===== src/rtl/dma_pkg.sv =====
// Shared DMA definitions: issue-sequencer state encoding and the default
// transfer-size width common to the queue and dma_controller.
package dma_pkg;
  localparam int SIZE_W_DEF = 4;

  typedef enum logic [1:0] {
    IDLE  = 2'd0,
    ISSUE = 2'd1,
    WAIT  = 2'd2
  } dma_state_t;
endpackage


===== src/rtl/sync_fifo.sv =====
// Synchronous FIFO with registered read data. Pointers carry one extra
// wrap bit so full/empty/level fall out of plain pointer arithmetic.
module sync_fifo #(
  parameter int DEPTH = 4,
  parameter int WIDTH = 4
) (
  input  logic                     clk,
  input  logic                     reset,
  input  logic                     wr_en,
  input  logic [WIDTH-1:0]         wr_data,
  input  logic                     rd_en,
  output logic [WIDTH-1:0]         rd_data,
  output logic                     full,
  output logic                     empty,
  output logic [$clog2(DEPTH):0]   level
);
  localparam int AW = $clog2(DEPTH);

  logic [WIDTH-1:0] mem [DEPTH];
  logic [AW:0]      wr_ptr, rd_ptr;
  logic             do_wr, do_rd;

  assign do_wr = wr_en && !full;
  assign do_rd = rd_en && !empty;
  assign empty = (wr_ptr == rd_ptr);
  assign full  = (wr_ptr[AW] != rd_ptr[AW]) && (wr_ptr[AW-1:0] == rd_ptr[AW-1:0]);
  assign level = wr_ptr - rd_ptr;

  always_ff @(posedge clk) begin
    if (do_wr) mem[wr_ptr[AW-1:0]] <= wr_data;
  end

  always_ff @(posedge clk) begin
    if (!reset) begin
      wr_ptr  <= '0;
      rd_ptr  <= '0;
      rd_data <= '0;
    end else begin
      if (do_wr) wr_ptr <= wr_ptr + 1'b1;
      if (do_rd) begin
        rd_ptr  <= rd_ptr + 1'b1;
        rd_data <= mem[rd_ptr[AW-1:0]];
      end
    end
  end
endmodule


===== src/rtl/dma_desc_queue.sv =====
// Descriptor queue feeding dma_controller: buffers size requests, issues one
// start pulse per nonzero entry, waits for done, and aborts via watchdog.
module dma_desc_queue
  import dma_pkg::*;
#(
  parameter int DEPTH   = 4,
  parameter int SIZE_W  = SIZE_W_DEF,
  parameter int TIMEOUT = 64,
  parameter int CNT_W   = 8
) (
  input  logic                     clk,
  input  logic                     reset,
  input  logic                     req_valid,
  input  logic [SIZE_W-1:0]        req_size,
  output logic                     req_ready,
  output logic                     dma_start,
  output logic [SIZE_W-1:0]        dma_size,
  input  logic                     dma_done,
  output logic                     busy,
  output logic [$clog2(DEPTH):0]   level,
  output logic                     zero_drop,
  output logic                     timeout,
  output logic [CNT_W-1:0]         xfer_count
);
  localparam int WD_W = $clog2(TIMEOUT) + 1;

  dma_state_t        state;
  logic [WD_W-1:0]   wdog;
  logic              pop_pend;
  logic              fifo_rd, fifo_full, fifo_empty;
  logic [SIZE_W-1:0] fifo_q;

  assign req_ready = !fifo_full;
  // Registered FIFO read: the head is examined one cycle after the pop.
  assign fifo_rd   = (state == IDLE) && !pop_pend && !fifo_empty;

  sync_fifo #(.DEPTH(DEPTH), .WIDTH(SIZE_W)) u_fifo (
    .clk     (clk),
    .reset   (reset),
    .wr_en   (req_valid),
    .wr_data (req_size),
    .rd_en   (fifo_rd),
    .rd_data (fifo_q),
    .full    (fifo_full),
    .empty   (fifo_empty),
    .level   (level)
  );

  always_ff @(posedge clk) begin
    if (!reset) begin
      state      <= IDLE;
      pop_pend   <= 1'b0;
      wdog       <= '0;
      dma_start  <= 1'b0;
      dma_size   <= '0;
      busy       <= 1'b0;
      zero_drop  <= 1'b0;
      timeout    <= 1'b0;
      xfer_count <= '0;
    end else begin
      dma_start <= 1'b0;
      zero_drop <= 1'b0;
      timeout   <= 1'b0;
      pop_pend  <= fifo_rd;
      case (state)
        IDLE: begin
          if (pop_pend) begin
            if (fifo_q != '0) begin
              dma_size  <= fifo_q;
              dma_start <= 1'b1;
              busy      <= 1'b1;
              state     <= ISSUE;
            end else begin
              zero_drop <= 1'b1;
            end
          end
        end
        ISSUE: begin
          wdog  <= '0;
          state <= WAIT;
        end
        WAIT: begin
          // done beats a simultaneous watchdog expiry
          if (dma_done) begin
            xfer_count <= xfer_count + 1'b1;
            busy       <= 1'b0;
            state      <= IDLE;
          end else if (wdog == WD_W'(TIMEOUT - 1)) begin
            timeout <= 1'b1;
            busy    <= 1'b0;
            state   <= IDLE;
          end else begin
            wdog <= wdog + 1'b1;
          end
        end
        default: state <= IDLE;
      endcase
    end
  end
endmodule


===== config.mk =====
export PLATFORM = sky130hd
export DESIGN_NAME = dma_desc_queue
export DESIGN_NICKNAME = d
export VERILOG_FILES = /design/src/rtl/dma_pkg.sv /design/src/rtl/sync_fifo.sv /design/src/rtl/dma_desc_queue.sv
export SDC_FILE = /design/constraint.sdc
export NUM_CORES = 1
export LEC_CHECK = 0
export CORE_MARGIN = 1.5
export CORE_UTILIZATION = 25
export DETAILED_ROUTE_END_ITERATION = 10
export DONT_BUFFER_PORTS = 1
export PLACE_DENSITY = 0.49
export SKIP_CTS_REPAIR_TIMING = 1
export SKIP_LAST_GASP = 1
export SLEW_MARGIN = 20
export SYNTH_ARGS = -nofsm -noshare
export SYNTH_HDL_FRONTEND = slang
export SYNTH_HIERARCHICAL = 1
export SYNTH_SLANG_ARGS = --single-unit

===== constraint.sdc =====
create_clock -name clk -period 2.87 [get_ports clk]
set_input_delay 0.287 -clock clk [delete_from_list [all_inputs] [get_ports clk]]
set_output_delay 0.287 -clock clk [all_outputs]
set_load 0.05 [all_outputs]

==> impl_metrics.json, run 1 <==
{
  "post-route-period-util": 0.777,
  "rows": 35,
  "num_vias": 1522,
  "dieArea_sq_um": 9950,
  "ios": 28,
  "fillCellCount": 947,
  "placed_cells": 318,
  "synthArstFlopShare": 0,
  "worstPathMaxFanout": 8,
  "antenna_cells": 0,
  "synth_cell_type_count": 41,
  "io_buffers": 0,
  "dieWidth_microns": 99.8,
  "wl_met1_mm": 2.19,
  "pwr-share-comb": 0.242,
  "layout_common_cells": "dfxtp_1, nand2_1, edfxtp_1",
  "hold_end": "u_fifo/mem[2][2]$_DFFE_PP_",
  "rsz0062_at_grt": "false",
  "initial_utilization": 0.256,
  "synth_edf_count": 16,
  "cts_tree": "yes",
  "synth_nets": 232,
  "final_common_cell": "dfxtp_1",
  "firstDrtPassIters": 4,
  "dr_wl_met2_mm": 1.85,
  "rr_startpoint": "u_fifo/rd_ptr[1]$_SDFFE_PN0P_",
  "htreeDepth": 2,
  "die_h_microns": 99.8,
  "layoutNonFillerInstCount": 326,
  "whs_ns": 0.0826,
  "ys.flop_type": "dfxtp_1",
  "setup.worst_path.end_class": "primary output",
  "crit_path_start_kind": "flip-flop",
  "final.setup.worst_slack_ns": 0.640,
  "regToRegEndpoint": "u_fifo/rd_ptr[2]$_SDFFE_PN0P_",
  "switching_power_w": 0.000656,
  "core_sq_um": 9150,
  "antenna_found_initial": 0,
  "drt-initial-drc-count": 37,
  "whs_path_depth": 0,
  "rr_worst_depth": 9,
  "peakVddDrop_uv": 334,
  "gp_congestion": 0.738,
  "syn_inst": 214,
  "p_seq_frac": 0.511,
  "fin_crit_ns": 2.23,
  "setup_viol": 0,
  "hold_class": "in2reg",
  "grt_use_total": 0.0913,
  "syn-cell-area_sq_um": 2340,
  "worst_pin_slew_ns": 0.640,
  "clockPowerShare": 0.247,
  "area_growth_syn_to_layout_pct": 9.46,
  "grt_first_pass_wirelength_mm": 7.19,
  "p_int_w": 0.00124,
  "top_layer_used": "met4",
  "crit_arrival_ns": 1.94,
  "cts_buffers": 5,
  "cap_violations": 0,
  "ant_nets": 0,
  "avgSynthCellArea_sq_um": 10.9,
  "clock-root-buffer": "clkbuf_8",
  "p_per_area_nw_per_um2": 739,
  "ys_seq_area_frac": 0.513,
  "grt_pass1_vias": 1471,
  "drc": 0,
  "avgViaCountPerCell": 4.67,
  "slew_viol_final": 0,
  "hold_start": "req_size[2]",
  "rrSetupSlack_ns": 0.73,
  "clk_pin_slew_worst_paths_ns": 0.09,
  "numClockSinks": 52,
  "yosys_warnings": 6,
  "nets": 232,
  "clock-skew-final_ns": 0.0136,
  "clock_path_buffers": 2,
  "sw_frac_of_total": 0.346,
  "clk_latency_ns": 0.30,
  "p_leak_nw": 0.915,
  "routed-wl-met3_microns": 261,
  "status": "complete, no violations",
  "grt_start_max_net_pins": 39,
  "post-place-ws_ns": 0.740,
  "fmax_ghz": 0.448,
  "synth-seq-cells": 52,
  "worstSetupPathType": "reg2out",
  "hold_violations": 0,
  "hpwl_mm": 3.14,
  "setup_tns_ns": 0,
  "wirelength_mm": 4.33,
  "slew-limit-headroom": 0.570,
  "wl_per_cell_microns": 13.3,
  "drive_gt1_frac": 0.0884,
  "grt.overflow.total": 0,
  "crit_required_ns": 2.58
}
-- synth_stat cells (all sizes together) (5+ instances only) --
master / instances / area share
and2: 8 / 0.021
ha: 9 / 0.048
dfxtp: 36 / 0.31
o211ai: 6 / 0.019
mux2i: 10 / 0.043
inv: 12 / 0.019
nand2b: 5 / 0.013
edfxtp: 16 / 0.21
nand2: 17 / 0.027
xnor2: 5 / 0.019
nor2: 14 / 0.022
clkbuf: 7 / 0.011
nand3: 13 / 0.028
nand4: 10 / 0.027
-- worst max path at each step --
stage                                        from                            end  slack (ns)  cells after the start
floorplan           u_fifo/rd_ptr[1]$_SDFFE_PN0P_  u_fifo/rd_ptr[2]$_SDFFE_PN0P_        0.55                      8
global placement    u_fifo/rd_ptr[0]$_SDFFE_PN0P_     u_fifo/mem[3][0]$_DFFE_PP_        0.79                      4
detailed placement  u_fifo/rd_ptr[1]$_SDFFE_PN0P_     u_fifo/mem[3][3]$_DFFE_PP_        0.74                      5
CTS                 u_fifo/rd_ptr[0]$_SDFFE_PN0P_                       level[2]        0.58                      5
global route        u_fifo/rd_ptr[0]$_SDFFE_PN0P_                       level[2]        0.46                      5
finish              u_fifo/rd_ptr[0]$_SDFFE_PN0P_                       level[1]        0.64                      3
-- worst max-delay path: stages, from the launching register on --
cell and delay [ns]:
dfxtp_1 0.54, ha_1 0.22, inv_1 0.05, fa_1 0.84
-- cells by family (layout without fill, tap and decap cells) --
kind of cell | Yosys count | after routing | share of synthesized area
buffers and inverters | 21 | 22 | 0.0358
muxes | 14 | 14 | 0.0812
and+or+nand+nor | 86 | 86 | 0.201
DFF | 52 | 52 | 0.513
adders and majority gates | 10 | 10 | 0.0567
xor gates and xnor gates | 9 | 9 | 0.0417
AOI/OAI and AO/OA | 22 | 22 | 0.0706
-- layout make-up --
type | instances | area (sq um) | share of cell area
inverters | 12 | 45.0 | 0.0176
multi-input cells | 141 | 1060 | 0.412
clock buffers | 7 | 97.6 | 0.0381
well taps | 111 | 139 | 0.0542
flip-flops and latches | 52 | 1200 | 0.469
repair buffers | 2 | 15.0 | 0.00586
clock inverters | 1 | 8.76 | 0.00342
-- metal layers --
layer,up-vias,GRT usage
met2,40,0.134
li1,769,-
met3,5,0.0337
met1,708,0.126
met4,0,0.0260
met5,-,0
-- flip-flops by register name, summed over array words and instances, names as in the netlist --
signal / count
busy: 1
dma_size: 4
dma_start: 1
pop_pend: 1
state: 2
timeout: 1
u_fifo/mem: 16
u_fifo/rd_data: 4
u_fifo/rd_ptr: 3
u_fifo/wr_ptr: 3
wdog: 7
xfer_count: 8
zero_drop: 1
-- metrics by stage --
stage	utilization	power (W)	area, sq um
after floorplan	-	0.00135	2340
after global placement	0.268	0.00145	2460
after detailed placement	0.268	0.00145	2460
after CTS	0.280	0.00192	2560
after global routing	0.280	0.00201	2560
final	0.280	0.00189	2560
-- power by group through the flow --
| stage | registers, W | logic, W | clock network (W) |
|---|---|---|---|
| floorplan | 0.000951 | 0.000403 | 0 |
| global placement | 0.000989 | 0.000456 | 0 |
| detailed placement | 0.000989 | 0.000461 | 0 |
| CTS | 0.000971 | 0.000464 | 0.000488 |
| global route | 0.000988 | 0.000506 | 0.000516 |
| finish | 0.000968 | 0.000459 | 0.000468 |
Note: power is estimated with default switching activity, not from simulation.
==> inputs of run 2 (changes only) <==
- clock period: 2.87 -> 2.27 ns (I/O delays scaled with it)
==> run 2 against run 1 <==
  * Total power is 26% higher
  * Global-route usage up 0.69 points
  * Critical path type unchanged
  * Sequential share of layout area is 1.9 points lower
  * Cell count up 4.6%
  * Critical endpoint is now req_ready
  * Setup slack got worse by 0.43 ns
  * Clock skew is 0.0045 ns lower
  * Die area did not move
  * Core utilization grew 1.2 points
  * Critical path depth up 2
==> impl_metrics.json, run 2 (synthesis gave the netlist of run 1 again) <==
{
  "area_growth_syn_to_layout_pct": 14.2,
  "cts_tree": "yes",
  "core_sq_um": 9150,
  "path_cells": "inv_1, ha_1, nand2_1, nor2_1, inv_1",
  "num_vias": 1602,
  "p_int_w": 0.00153,
  "slew_viol_final": 0,
  "p_per_area_nw_per_um2": 892,
  "hold_class": "in2reg",
  "largest_register_ffs": 16,
  "fillCellCount": 966,
  "avgViaCountPerCell": 4.70,
  "io_buffers": 0,
  "slew-limit-headroom": 0.574,
  "fin_crit_ns": 2.06,
  "crit_arrival_ns": 1.83,
  "htreeDepth": 2,
  "setup_tns_ns": 0,
  "worstPathMaxFanout": 7,
  "hpwl_mm": 3.37,
  "rows": 35,
  "status": "complete, no violations",
  "worstSetupPathType": "reg2out",
  "post-place-ws_ns": 0.354,
  "setup_viol": 0,
  "grt.overflow.total": 0,
  "cp_slowest_cell": "dfxtp_1",
  "die_h_microns": 99.8,
  "drt-initial-drc-count": 59,
  "wl_per_cell_microns": 13.6,
  "sw_frac_of_total": 0.359,
  "firstDrtPassIters": 4,
  "clk_pin_slew_worst_paths_ns": 0.09,
  "grt_pass1_vias": 1539,
  "grt_first_pass_wirelength_mm": 7.60,
  "nets": 247,
  "cp_slowest_stage_delay_ns": 0.39,
  "cpMostUsedCell": "inv_1",
  "clock-skew-final_ns": 0.00916,
  "fmax_ghz": 0.486,
  "finalPower_w": 0.00238,
  "initial_utilization": 0.256,
  "rsz0062_at_grt": "false",
  "ios": 28,
  "fin_util": 0.292,
  "crit_required_ns": 2.04,
  "ant_nets": 0,
  "cp_top_family": "buffers and inverters",
  "post-route-period-util": 0.907,
  "clockPowerShare": 0.219,
  "gp_congestion": 0.710,
  "dieArea_sq_um": 9950,
  "antenna_found_initial": 0,
  "p_leak_nw": 0.987,
  "grt_use_total": 0.0983,
  "pwr-share-comb": 0.277,
  "peakVddDrop_uv": 418,
  "cts_buffers": 5,
  "cap_violations": 0,
  "clk_latency_ns": 0.30,
  "switching_power_w": 0.000856,
  "drive_gt1_frac": 0.139,
  "setup.worst_path.end_class": "primary output",
  "numClockSinks": 52,
  "final.setup.worst_slack_ns": 0.212,
  "layout_common_cells": "dfxtp_1, nand2_1, edfxtp_1",
  "grt_start_max_net_pins": 39,
  "clock_path_buffers": 2,
  "wirelength_mm": 4.65,
  "p_seq_frac": 0.504,
  "crit_buf_inv": 2,
  "final_common_cell": "dfxtp_1",
  "dieWidth_microns": 99.8,
  "drc": 0,
  "hold_violations": 0,
  "worst_pin_slew_ns": 0.637,
  "crit_path_start_kind": "flip-flop",
  "antenna_cells": 0,
  "clock-root-buffer": "clkbuf_8"
}
[run 2: through the flow]
step,hold slack [ns],instance area (sq um),std cells
2_1_floorplan,0.326,2350,214
5_1_grt,0.000164,2670,341
3_3_place_gp,0.326,2540,329
4_1_cts,0.0120,2630,337
6_report,0.0237,2670,341
3_5_place_dp,0.326,2540,329
[run 2: power groups by stage]
stage          Sequential (W)  Combinational [W]  Clock [W]
2_1_floorplan         0.00120           0.000514          0
3_3_place_gp          0.00123           0.000646          0
3_5_place_dp          0.00122           0.000657          0
4_1_cts               0.00120           0.000661   0.000538
5_1_grt               0.00122           0.000734   0.000582
6_report              0.00120           0.000660   0.000521
[run 2: path summary, 6_finish.rpt]
kind / from / endpoint / slack, ns / cells past startpoint
max: u_fifo/wr_ptr[0]$_SDFFE_PN0P_ / req_ready / 0.21 / 5
min: req_size[1] / u_fifo/mem[1][1]$_DFFE_PP_ / 0.02 / 0
max reg2reg: u_fifo/wr_ptr[0]$_SDFFE_PN0P_ / u_fifo/mem[1][3]$_DFFE_PP_ / 0.35 / 5
min reg2reg: wdog[6]$_SDFFE_PN0P_ / timeout$_SDFF_PP0_ / 0.48 / 1
[run 2: area by class of cell]
| type | count | area [sq um] | area share |
|---|---|---|---|
| flip-flops and latches | 52 | 1200 | 0.449 |
| multi-input cells | 141 | 1060 | 0.397 |
| well taps | 111 | 139 | 0.0520 |
| repair buffers | 17 | 138 | 0.0515 |
| clock buffers | 5 | 68.8 | 0.0257 |
| inverters | 12 | 45.0 | 0.0169 |
| clock inverters | 3 | 18.8 | 0.00702 |
[run 2: per-layer routing]
metal	vias to the layer above	wire (microns)	track usage	part of all wire
met5	-	0	0	0
met4	0	51	0.0303	0.011
met3	4	230	0.0387	0.049
met2	37	2130	0.155	0.46
met1	763	2230	0.124	0.48
li1	798	-	-	-
